===== src/rtl/alu_frame_ctrl.sv =====
// Frame sequencer between UART RX/TX and the ALU: gathers A, B, opcode, waits for
// the ALU to settle, then hands the result to TX with a start/active/done handshake.
//
// state     | meaning
// ----------+-----------------------------------------------------
// GET_A     | idle, waiting for operand A byte
// GET_B     | waiting for operand B byte (watchdog running)
// GET_OP    | waiting for opcode byte (watchdog running)
// SETTLE    | operands stable, counting down ALU latency
// LAUNCH    | o_tx_start held until TX reports active
// WAIT_TX   | waiting for TX done
// CLEAR     | zero operands/result, count the frame
module alu_frame_ctrl #(
  parameter int DATA_SIZE      = 8,
  parameter int OPCODE_SIZE    = 6,
  parameter int ALU_LATENCY    = 2,
  parameter int TIMEOUT_CYCLES = 100000,
  parameter int CNT_SIZE       = 8
) (
  input  logic                   i_Clock,
  input  logic                   i_reset_n,
  input  logic                   i_rx_done,
  input  logic [DATA_SIZE-1:0]   i_rx_data,
  input  logic [DATA_SIZE-1:0]   i_alu_result,
  input  logic                   i_tx_active,
  input  logic                   i_tx_done,
  output logic [DATA_SIZE-1:0]   o_data_A,
  output logic [DATA_SIZE-1:0]   o_data_B,
  output logic [OPCODE_SIZE-1:0] o_data_OPCODE,
  output logic                   o_tx_start,
  output logic [DATA_SIZE-1:0]   o_tx_data,
  output logic                   o_busy,
  output logic                   o_timeout,
  output logic [CNT_SIZE-1:0]    o_frame_count,
  output logic [CNT_SIZE-1:0]    o_drop_count
);

  localparam int WD_W     = $clog2(TIMEOUT_CYCLES);
  localparam int SETTLE_W = (ALU_LATENCY > 1) ? $clog2(ALU_LATENCY) : 1;
  localparam logic [WD_W-1:0]     WD_LAST     = WD_W'(TIMEOUT_CYCLES - 1);
  localparam logic [SETTLE_W-1:0] SETTLE_LOAD = SETTLE_W'(ALU_LATENCY - 1);

  typedef enum logic [2:0] {
    S_GET_A   = 3'd0,
    S_GET_B   = 3'd1,
    S_GET_OP  = 3'd2,
    S_SETTLE  = 3'd3,
    S_LAUNCH  = 3'd4,
    S_WAIT_TX = 3'd5,
    S_CLEAR   = 3'd6
  } state_t;

  state_t              state;
  logic                rx_prev;
  logic                rx_evt;
  logic                in_result_phase;
  logic [WD_W-1:0]     wd_cnt;
  logic [SETTLE_W-1:0] settle_cnt;

  // rx_prev resets high so a level already asserted at reset release is not a byte
  assign rx_evt          = i_rx_done & ~rx_prev;
  assign in_result_phase = (state == S_SETTLE) || (state == S_LAUNCH) ||
                           (state == S_WAIT_TX) || (state == S_CLEAR);

  always_ff @(posedge i_Clock or negedge i_reset_n) begin
    if (!i_reset_n) begin
      state         <= S_GET_A;
      rx_prev       <= 1'b1;
      wd_cnt        <= '0;
      settle_cnt    <= '0;
      o_data_A      <= '0;
      o_data_B      <= '0;
      o_data_OPCODE <= '0;
      o_tx_start    <= 1'b0;
      o_tx_data     <= '0;
      o_busy        <= 1'b0;
      o_timeout     <= 1'b0;
      o_frame_count <= '0;
      o_drop_count  <= '0;
    end else begin
      rx_prev   <= i_rx_done;
      o_timeout <= 1'b0;
      case (state)
        S_GET_A: begin
          if (rx_evt) begin
            o_data_A <= i_rx_data;
            wd_cnt   <= '0;
            o_busy   <= 1'b1;
            state    <= S_GET_B;
          end
        end
        S_GET_B, S_GET_OP: begin
          // an accepted byte wins over watchdog expiry in the same cycle
          if (rx_evt) begin
            wd_cnt <= '0;
            if (state == S_GET_B) begin
              o_data_B <= i_rx_data;
              state    <= S_GET_OP;
            end else begin
              o_data_OPCODE <= i_rx_data[OPCODE_SIZE-1:0];
              settle_cnt    <= SETTLE_LOAD;
              state         <= S_SETTLE;
            end
          end else if (wd_cnt == WD_LAST) begin
            o_timeout     <= 1'b1;
            o_data_A      <= '0;
            o_data_B      <= '0;
            o_data_OPCODE <= '0;
            o_busy        <= 1'b0;
            state         <= S_GET_A;
          end else begin
            wd_cnt <= wd_cnt + 1'b1;
          end
        end
        S_SETTLE: begin
          if (settle_cnt == '0) begin
            o_tx_data  <= i_alu_result;
            o_tx_start <= 1'b1;
            state      <= S_LAUNCH;
          end else begin
            settle_cnt <= settle_cnt - 1'b1;
          end
        end
        S_LAUNCH: begin
          if (i_tx_active) begin
            o_tx_start <= 1'b0;
            state      <= S_WAIT_TX;
          end
        end
        S_WAIT_TX: begin
          if (i_tx_done) state <= S_CLEAR;
        end
        S_CLEAR: begin
          o_data_A      <= '0;
          o_data_B      <= '0;
          o_data_OPCODE <= '0;
          o_tx_data     <= '0;
          o_frame_count <= o_frame_count + 1'b1;
          o_busy        <= 1'b0;
          state         <= S_GET_A;
        end
        default: begin
          o_data_A      <= '0;
          o_data_B      <= '0;
          o_data_OPCODE <= '0;
          o_tx_start    <= 1'b0;
          o_busy        <= 1'b0;
          state         <= S_GET_A;
        end
      endcase
      if (rx_evt && in_result_phase && (o_drop_count != '1))
        o_drop_count <= o_drop_count + 1'b1;
    end
  end

endmodule


===== config.mk =====
export PLATFORM = sky130hd
export DESIGN_NAME = alu_frame_ctrl
export DESIGN_NICKNAME = d
export VERILOG_FILES = /design/src/rtl/alu_frame_ctrl.sv
export SDC_FILE = /design/constraint.sdc
export NUM_CORES = 1
export LEC_CHECK = 0
export BUFFER_PORTS_ARGS = -buffer_cell sky130_fd_sc_hd__buf_4
export CAP_MARGIN = 40
export CORE_UTILIZATION = 35
export DETAILED_ROUTE_END_ITERATION = 12
export SYNTH_ARGS = -nofsm -noshare
export SYNTH_HDL_FRONTEND = slang
export SYNTH_SLANG_ARGS = --single-unit

===== constraint.sdc =====
create_clock -name i_Clock -period 4.7 [get_ports i_Clock]
set_input_delay 0.705 -clock i_Clock [delete_from_list [all_inputs] [get_ports i_Clock]]
set_output_delay 0.705 -clock i_Clock [all_outputs]
set_load 0.02 [all_outputs]

[Yosys cells after proc, flatten, opt, wreduce, memory -nomap -nowiden]
Index checks and enable logic that the tools add are counted.
Cells by class
  add/subtract/negate cells: 4
  equality and inequality tests: 20
  mux-type cells: 39
  bitwise operators: 5
  reduce and logical (&&, ||, !) cells: 21
Operators with widths (number)
  $mux 17: 3
  $mux 8: 6
  $pmux 17 s2: 1
  $pmux 8 s2: 2
  $pmux 8 s3: 1
  $mux 3: 6
  $mux 6: 3
  $add 17x1->17 const B: 1
  $eq 17x17->1 const B: 1
  $add 8x1->8 const B: 2
  $ne 2x2->1 const B: 8
  $pmux 3 s5: 1
  $reduce_and 3->1: 5
  $mux 1: 12
  $ne 3x3->1 const B: 4
  $pmux 6 s2: 1
  $eq 3x3->1 const B: 3
  $ne 8x8->1 const B: 1
  $eq 3x2->1 const B: 2
  $pmux 1 s3: 2
  $reduce_bool 2->1: 3
  $reduce_and 5->1: 1
  $reduce_or 5->1: 1
  $not 1->1: 4
  12 further kinds: 15
Storage, ports and cells
  bits in registers: 71
  input port bits: 21
  logic and storage cells: 102

[Longest topological paths before layout]
Gate-level depths: netlist (run 1).
  word-level depth: 6
  depth in mapped cells: 8
  depth with buffers taken out: 6

[Least setup slack after synthesis (run 1)]
Ideal clock, no wire load.
  path kind: in2reg
  from: in i_rx_done
  to: reg wd_cnt[10]
  library setup time: 0.129 ns
  data arrival time: 1.878 ns
  data required time: 4.571 ns
  slack: 2.693 ns
  stages on the path: 6
  buffers on the path: 1
  cell sequence: or3b_2 clkbuf_1 a21oi_2 a31oi_1 o21ai_0 o41ai_1
On the way
  cells in the longest elaborated chain, start to end: 3
  elaborated cells between the ends (all ways): 6
  those cells by class: eq/ne: 2; mux: 2; bitwise: 1; reduce/logical: 1
RTL lines
  start, declared: RTL line 22  | input logic i_rx_done,
  $and 1x1->1 *: RTL line 61  | assign rx_evt = i_rx_done & ~rx_prev;
  $ne 3x3->1 (no line), or another cell as far along
  $reduce_and 3->1 (no line) / $pmux 17 s2 (equally long branches)
  end signal, assigned: RTL line 112  | wd_cnt <= wd_cnt + 1'b1;
  end, declared: RTL line 57  | logic [WD_W-1:0] wd_cnt;
Every way passes the cells marked *; elsewhere a longest branch is shown, timed or not.
A chain may end at the register's enable or synchronous reset.

[Worst setup path in the final report (run 1)]
  from: reg state[1]
  to: reg wd_cnt[2]
On the way
  cells in the longest elaborated chain, start to end: 4
  elaborated cells between the ends (all ways): 9
  those cells by class: eq/ne: 4; mux: 1; reduce/logical: 4
RTL lines
  start, declared: RTL line 53  | state_t state;
  start signal, assigned: RTL line 67  | state <= S_GET_A;
  start signal, assigned: RTL line 89  | state <= S_GET_B;
  start signal, assigned: RTL line 98  | state <= S_GET_OP;
  $eq 3x1->1 / $eq 3x2->1 (equally long branches): RTL line 83  | case (state)
  $reduce_or 2->1: RTL line 83
  $ne 3x3->1 (no line) / $reduce_bool 2->1 (equally long branches)
  $reduce_and 3->1 (no line)
Several ways; a longest one is shown, not always the timed one.

==> metrics.md, run 1 <==
| Metric | Value |
|---|---|
| Syn_nets | 346 |
| Final ANT Viol Nets | 0 |
| Setup bufs post-CTS | 0 |
| Critical path class | flip-flop to flip-flop |
| Area leader, netlist | dfrtp_1 |
| Vias per inst | 5.08 |
| Worst Clk Skew | 0.00843 ns |
| Mean post-synth cell area | 10.7 um2 |
| Gr usage total | 15.9% |
| Largest net degree at the start of global routing | 46 |
| Util after Layout | 45.8% |
| DRT iter0 DRCs | 101 |
| Clock transition at the registers of the reported paths | about 0.08 ns |
| Die area | 10300 um2 |
| Primary FF master, synth | dfrtp_1 |
| Synth Cell Area | between 3000 and 4000 um2 |
| Reg2reg start | state[1] |
| Critical Path Fanout Max | 25 |
| CTS Buf Count | 9 |
| Max Cap Viol | 0 |
| Port bufs | 69 |
| Setup WS pre-CTS | ~2.2 ns |
| Final Wtd Congestion | 0.801 |
| Register-to-Register Setup Slack | 2.22 ns |
| H-tree depth | 3 |
| Crit path buffers/inverters | 0 |
| Routed wire length | around 7700 um |
| Hold WC Path Type | primary input to async pin |
| Vias | 2656 |
| Max IR drop VDD | 386 uV |
| PnR worst setup slack | 2.22 ns |
| Crit path capture | wd_cnt[2] |
| RSZ-0062 raised after global routing | no |
| Reg2Reg Depth | 5 |
| Worst Setup End Kind | flip-flop |
| Slowest cell delay on critical path | 0.88 ns |
| Gate Count Post-Synth | 322 |
| Crit path launch | state[1] |
| Max frequency | 404 MHz |
| Setup violations, final | 0 |
| Cell row count | 35 |
| Final Hold Violating Endpoints | 0 |
| Clock root cell | clkbuf_8 |
| Top post-synthesis cells by area | dfrtp_1 (51%), o21ai_0 (3.3%), nand2_1 (3.1%) |
| Hold WS | 0.269 ns |
| Die height | 101 um |
| Total grt overflow | 0 |
| Status | completed |
| Worst reg2reg path endpoint | wd_cnt[2] |
| Yosys warns | 0 |
| CTS tree | yes |
| Synth Register Bits | 71 |
| Core area | approximately 9400 um2 |
| Async SR Flop Fraction | 100% |
| Share of cells above drive strength 1 | ~29% |
| Post-CTS Hold Buffers | 0 |
| Critical path arrival | 2.68 ns |
| N_diodes | 0 |
| Clock sink count | 71 |
| Critical Path, Cell by Cell | xnor2_1 > or3_4 > o31ai_4 > or3_1 > a21oi_1 |
| Most frequent cell after synthesis | dfrtp_1 |
| First-pass DRT Iterations | 4 |
| Antenna violations before repair | 0 |
| Number of top-level pins | 70 |
| CP max-delay cell | dfrtp_1 |
| Synth unique cells | 50 |
| Clk_lat worst skew | 0.35 ns |
| DRC viols | 0 |
| Post-synth EDFFs | 0 |
| Area Overhead vs Synth | 24.8% |
| Post-synth top cells | dfrtp_1 (70), nand2_1 (29), o21ai_0 (23), nor2_1 (20), a21oi_1 (15) |
| First-pass GRT wire length | ~12000 um |
| P_leak | between 0.002 and 0.0025 uW |
| Slew HR | 39.3% |
| Overall power | 2660 uW |
| Min Clock Period, post-route | 2.48 ns |
| Area share of the largest cell type after synthesis | 50.7% |
| Setup_tns | 0 ns |
| Startpoint Class | flip-flop |
| WP depth | 5 |
| Wire length per cell | ~15 um |
| Delay-heaviest family, CP | flip-flops |
| Tcrit/Tclk final | 52.7% |
| Worst EP required | 4.90 ns |
| Hpwl dp | approximately 5400 um |
| Number of global-route vias before repair | ~2600 |
| Post-cts sizing count | 0 |
| Initial Util | 36.7% |
| Post-synthesis sequential area ratio | 51.4% |
| Max Slew Vio Count | 0 |
| Worst slew pin tran | 0.906 ns |
| Chip width | 101 um |
| Final nets | 413 |
| Clock buffer depth | 2 |
| Cell Pwr Density | approximately 620 nW/um2 |
[sequential cells by signal (all words and copies together) (netlist names)]
name           flops
wd_cnt            17
o_data_A           8
o_data_B           8
o_drop_count       8
o_frame_count      8
o_tx_data          8
o_data_OPCODE      6
state              3
o_busy             1
o_timeout          1
o_tx_start         1
rx_prev            1
settle_cnt         1
[through the flow]
stage	area, um2	instances
after global routing	4320	523
after detailed placement	4110	507
final	4320	523
after CTS	4320	523
after floorplan	3460	322
after global placement	4050	505
[metal layers]
| layer | track usage [%] | vias up | wire length [um] | share of wire [%] |
|---|---|---|---|---|
| met5 | 0 | - | 0 | 0 |
| met4 | 5.02 | 0 | 44 | 0.57 |
| met3 | 6.07 | 4 | 425 | 5.5 |
| met2 | 25.2 | 65 | 3720 | 48 |
| met1 | 20.1 | 1294 | 3490 | 45 |
| li1 | - | 1293 | - | - |
[final cells by class]
type                            instances  area [um2]
Fill cell                             889        5100
Sequential cell                        71        1780
Multi-Input combinational cell        231        1580
Timing Repair Buffer                   71         573
Tap cell                              129         161
Clock buffer                           11         151
Clock inverter                          5        56.3
Inverter                                5        18.8
[cells by family after synthesis]
| kind of cell | Yosys count | share of synthesized area, % |
|---|---|---|
| mux | 14 | 5.21 |
| compound gates | 73 | 15.3 |
| fa+ha+maj | 3 | 1.09 |
| buf+inv | 20 | 2.97 |
| xor+xnor | 21 | 5.32 |
| flops | 71 | 51.4 |
| simple gates | 120 | 18.7 |
[worst min-delay path by stage]
stage | endpoint | slack, ns | cells after the start
after floorplan | o_busy | 0.41 | 0
after global placement | o_frame_count[7] | 0.46 | 1
after detailed placement | o_frame_count[7] | 0.46 | 1
after CTS | o_drop_count[5] | 0.27 | 1
after global routing | o_drop_count[5] | 0.27 | 1
final | o_drop_count[5] | 0.27 | 1
[report_power, final]
group	total, uW	internal, uW	switching, uW
sequential	987	786	201
combinational	1170	523	647
clock	506	273	233
total	2660	1580	1080
[layout by cell type, fill, tap and decap left out, drive strengths merged, types with 2 or more instances in the layout]
master / count
a31oi: 5
nand2: 31
and4: 3
o311ai: 2
and3: 6
nand3: 14
xor2: 9
xnor2: 12
nand2b: 3
o31ai: 3
nor3: 6
dfrtp: 70
o221ai: 2
or3: 3
clkbuf: 11
o41ai: 2
buf: 71
a32o: 2
a22o: 9
clkinv: 3
o21a: 2
nor2: 20
mux2: 14
ha: 3
o21ai: 26
and2: 8
nand4: 13
a311oi: 2
nor2b: 9
a21oi: 16
inv: 5
Note: power is estimated with default switching activity, not from simulation.
==> run 2, diff against run 1 <==
clock period = 2 ns   (was 4.7 ns; I/O delays follow)
==> run 2 against run 1 <==
  * Sequential power increased by 120%
  * Maximum frequency increased by 30%
  * Clock skew increased by 0.00094 ns
  * Non-clock buffer count increased by 17
  * Critical endpoint is now wd_cnt[5]
==> metrics.md, run 2 (synthesized netlist as in run 1, its figures left out) <==
| Metric | Value |
|---|---|
| Setup violations, final | 0 (unchanged) |
| Vias per inst | 5.02 (-1.2%) |
| CTS tree | yes |
| Clock sink count | 71 (unchanged) |
| Sw Pwr | 2580 uW (+140%) |
| Inst Count DP | 522 (+3.0%) |
| Number of global-route vias before repair | 2611 (+0.85%) |
| Tcrit/Tclk final | 95.6% (+43 points) |
| Register-to-Register Setup Slack | 0.09 ns (-2.13 ns) |
| Core area | 9420 um2 (unchanged) |
| Worst Setup End Kind | flip-flop |
| Number of top-level pins | 70 (unchanged) |
| Largest net degree at the start of global routing | 37 (-20%) |
| Slew HR | 63.0% (+24 points) |
| Min Clock Period, post-route | 1.91 ns (-0.565 ns) |
| Reg2reg start | wd_cnt[0] |
| Cell Pwr Density | 1440 nW/um2 (+130%) |
| Clk_lat worst skew | 0.34 ns (about the same) |
| Overall power | 6410 uW (+140%) |
| Wire length per cell | 14.3 um (-2.7%) |
| H-tree depth | 3 (unchanged) |
| First-pass GRT wire length | 12800 um (+2.7%) |
| Critical path class | flip-flop to flip-flop |
| Largest register FFs | 17 (unchanged) |
| Max Cap Viol | 0 (unchanged) |
| Cell row count | 35 (unchanged) |
| Logic pwr share | 48.1% (+4.2 points) |
| Hold Path Sink | rx_prev |
| Port bufs | 69 (unchanged) |
| Status | completed |
| Max frequency | 523 MHz (+30%) |
| DRT iter0 DRCs | 100 (-0.99%) |
| Hold WC Path Type | primary input to flip-flop |
| Final Wtd Congestion | 0.838 (+4.5%) |
| N_diodes | 0 (unchanged) |
| Total grt overflow | 0 (unchanged) |
| Antenna violations before repair | 0 (unchanged) |
| Worst Clk Skew | 0.00937 ns (+0.000938 ns) |
| Worst hold start | i_rx_done |
| Chip width | 101 um (unchanged) |
| Final nets | 430 (+4.1%) |
| Internal Pwr Total | 3830 uW (+140%) |
| Critical path arrival | 2.19 ns (-0.49 ns) |
| Max Slew Vio Count | 0 (unchanged) |
| Clock root cell | clkbuf_8 |
| Routed wire length | 7710 um (+0.42%) |
| Clock transition at the registers of the reported paths | 0.08 ns (about the same) |
| Commonest cells after routing, fill and taps aside | buf_4 (85), dfrtp_1 (70), nand2_1 (29), o21ai_0 (23), nor2_1 (20) |
| P_leak | 0.00209 uW (+3.6%) |
| Die height | 101 um (unchanged) |
| CTS Buf Count | 9 (unchanged) |
| Initial Util | 36.7% (unchanged) |
| Worst hold path depth | 1 |
| Worst EP required | 2.27 ns (-2.63 ns) |
| DRC viols | 0 (unchanged) |
| Max IR drop VDD | 662 uV (+71%) |
| Most common cell after layout, fill and taps aside | buf_4 |
| Layout fillers | 878 (-1.2%) |
| Clk pwr share | 17.8% (-1.2 points) |
| First-pass DRT Iterations | 4 (unchanged) |
| Startpoint Class | flip-flop |
| Worst reg2reg path endpoint | wd_cnt[5] |
| Reg with most FFs | wd_cnt |
| Die area | 10300 um2 (unchanged) |
| Sequential share of power | 34.1% (-3.0 points) |
| Share of cells above drive strength 1 | 32.8% (+3.7 points) |
| Clock buffer depth | 2 (unchanged) |
| Switching Share | 40.3% (-0.34 points) |
| Critical Path Fanout Max | 11 (-56%) |
| Reg2Reg Depth | 8 (+3) |
| Hpwl dp | 5510 um (+2.4%) |
| Gr usage total | 16.2% (+0.28 points) |
| Final Hold Violating Endpoints | 0 (unchanged) |
| Final ANT Viol Nets | 0 (unchanged) |
| Layout Cells excl Fill | 540 (+3.3%) |
| Vias | 2709 (+2.0%) |
| Area Overhead vs Synth | 28.4% |
| Worst slew pin tran | 0.553 ns (-0.353 ns) |
run 2: per-layer routing:
layer / up-vias / GRT usage, % / routed length [um]
met5: - / 0 / 0
met4: 0 / 6.35 / 125
met3: 11 / 4.00 / 430
met2: 76 / 25.1 / 3650
met1: 1293 / 21.7 / 3500
li1: 1329 / - / -
run 2: per-stage QoR:
step	setup TNS, ns	setup slack (ns)	utilization, %	hold slack, ns	cell area (um2)
6_report	0	0.0886	47.1	0.0891	4440
3_3_place_gp	0	0.0655	44.5	0.290	4190
3_5_place_dp	-0.0990	-0.0189	44.5	0.291	4190
5_1_grt	-0.0231	-0.00807	47.1	0.0820	4440
2_1_floorplan	0	0.187	-	0.00441	3460
4_1_cts	0	0.0656	46.8	0.0742	4410
run 2: area by class of cell:
class	instances	area [um2]	share of cell area [%]
clock inverter	6	60.1	1.35
inverter	5	18.8	0.423
clock buffer	10	138	3.10
multi-input combinational	231	1600	35.9
sequential	71	1780	40.1
tap	129	161	3.64
timing repair buffer	88	688	15.5
run 2: repair_timing:
item	in CTS	in global routing
gates resized for setup	1	3
buffers inserted	0	1
hold buffers	1	0
endpoints found under the hold margin	35	0
setup endpoints to repair	9	17
pin swaps	0	3
run 2: how the worst max path moves through the flow:
| stage | startpoint | to | slack (ns) | cells after the start |
|---|---|---|---|---|
| floorplan | o_drop_count[2] | o_drop_count[1] | 0.19 | 4 |
| global placement | wd_cnt[14] | o_data_OPCODE[2] | 0.07 | 5 |
| detailed placement | wd_cnt[0] | o_data_A[6] | -0.02 | 6 |
| CTS | wd_cnt[14] | o_data_OPCODE[0] | 0.07 | 5 |
| global route | wd_cnt[12] | o_data_OPCODE[2] | -0.008 | 5 |
| finish | wd_cnt[0] | wd_cnt[5] | 0.09 | 8 |
run 2: power groups by stage:
stage               logic (uW)  clock network [uW]  registers [uW]
CTS                       3050                1180            2200
global placement          2990                   0            2210
finish                    3080                1140            2190
detailed placement        3030                   0            2210
global route              3370                1230            2260
floorplan                 1580                   0            2570
run 2: worst max-delay path, cell delays in order, from the launching register on:
cell and delay, ns:
dfrtp_1 0.41, ha_1 0.22, and3_2 0.25, nand3_2 0.12
buf_4 0.14, o31ai_4 0.08, buf_12 0.15, or3_1 0.33
a21oi_1 0.14
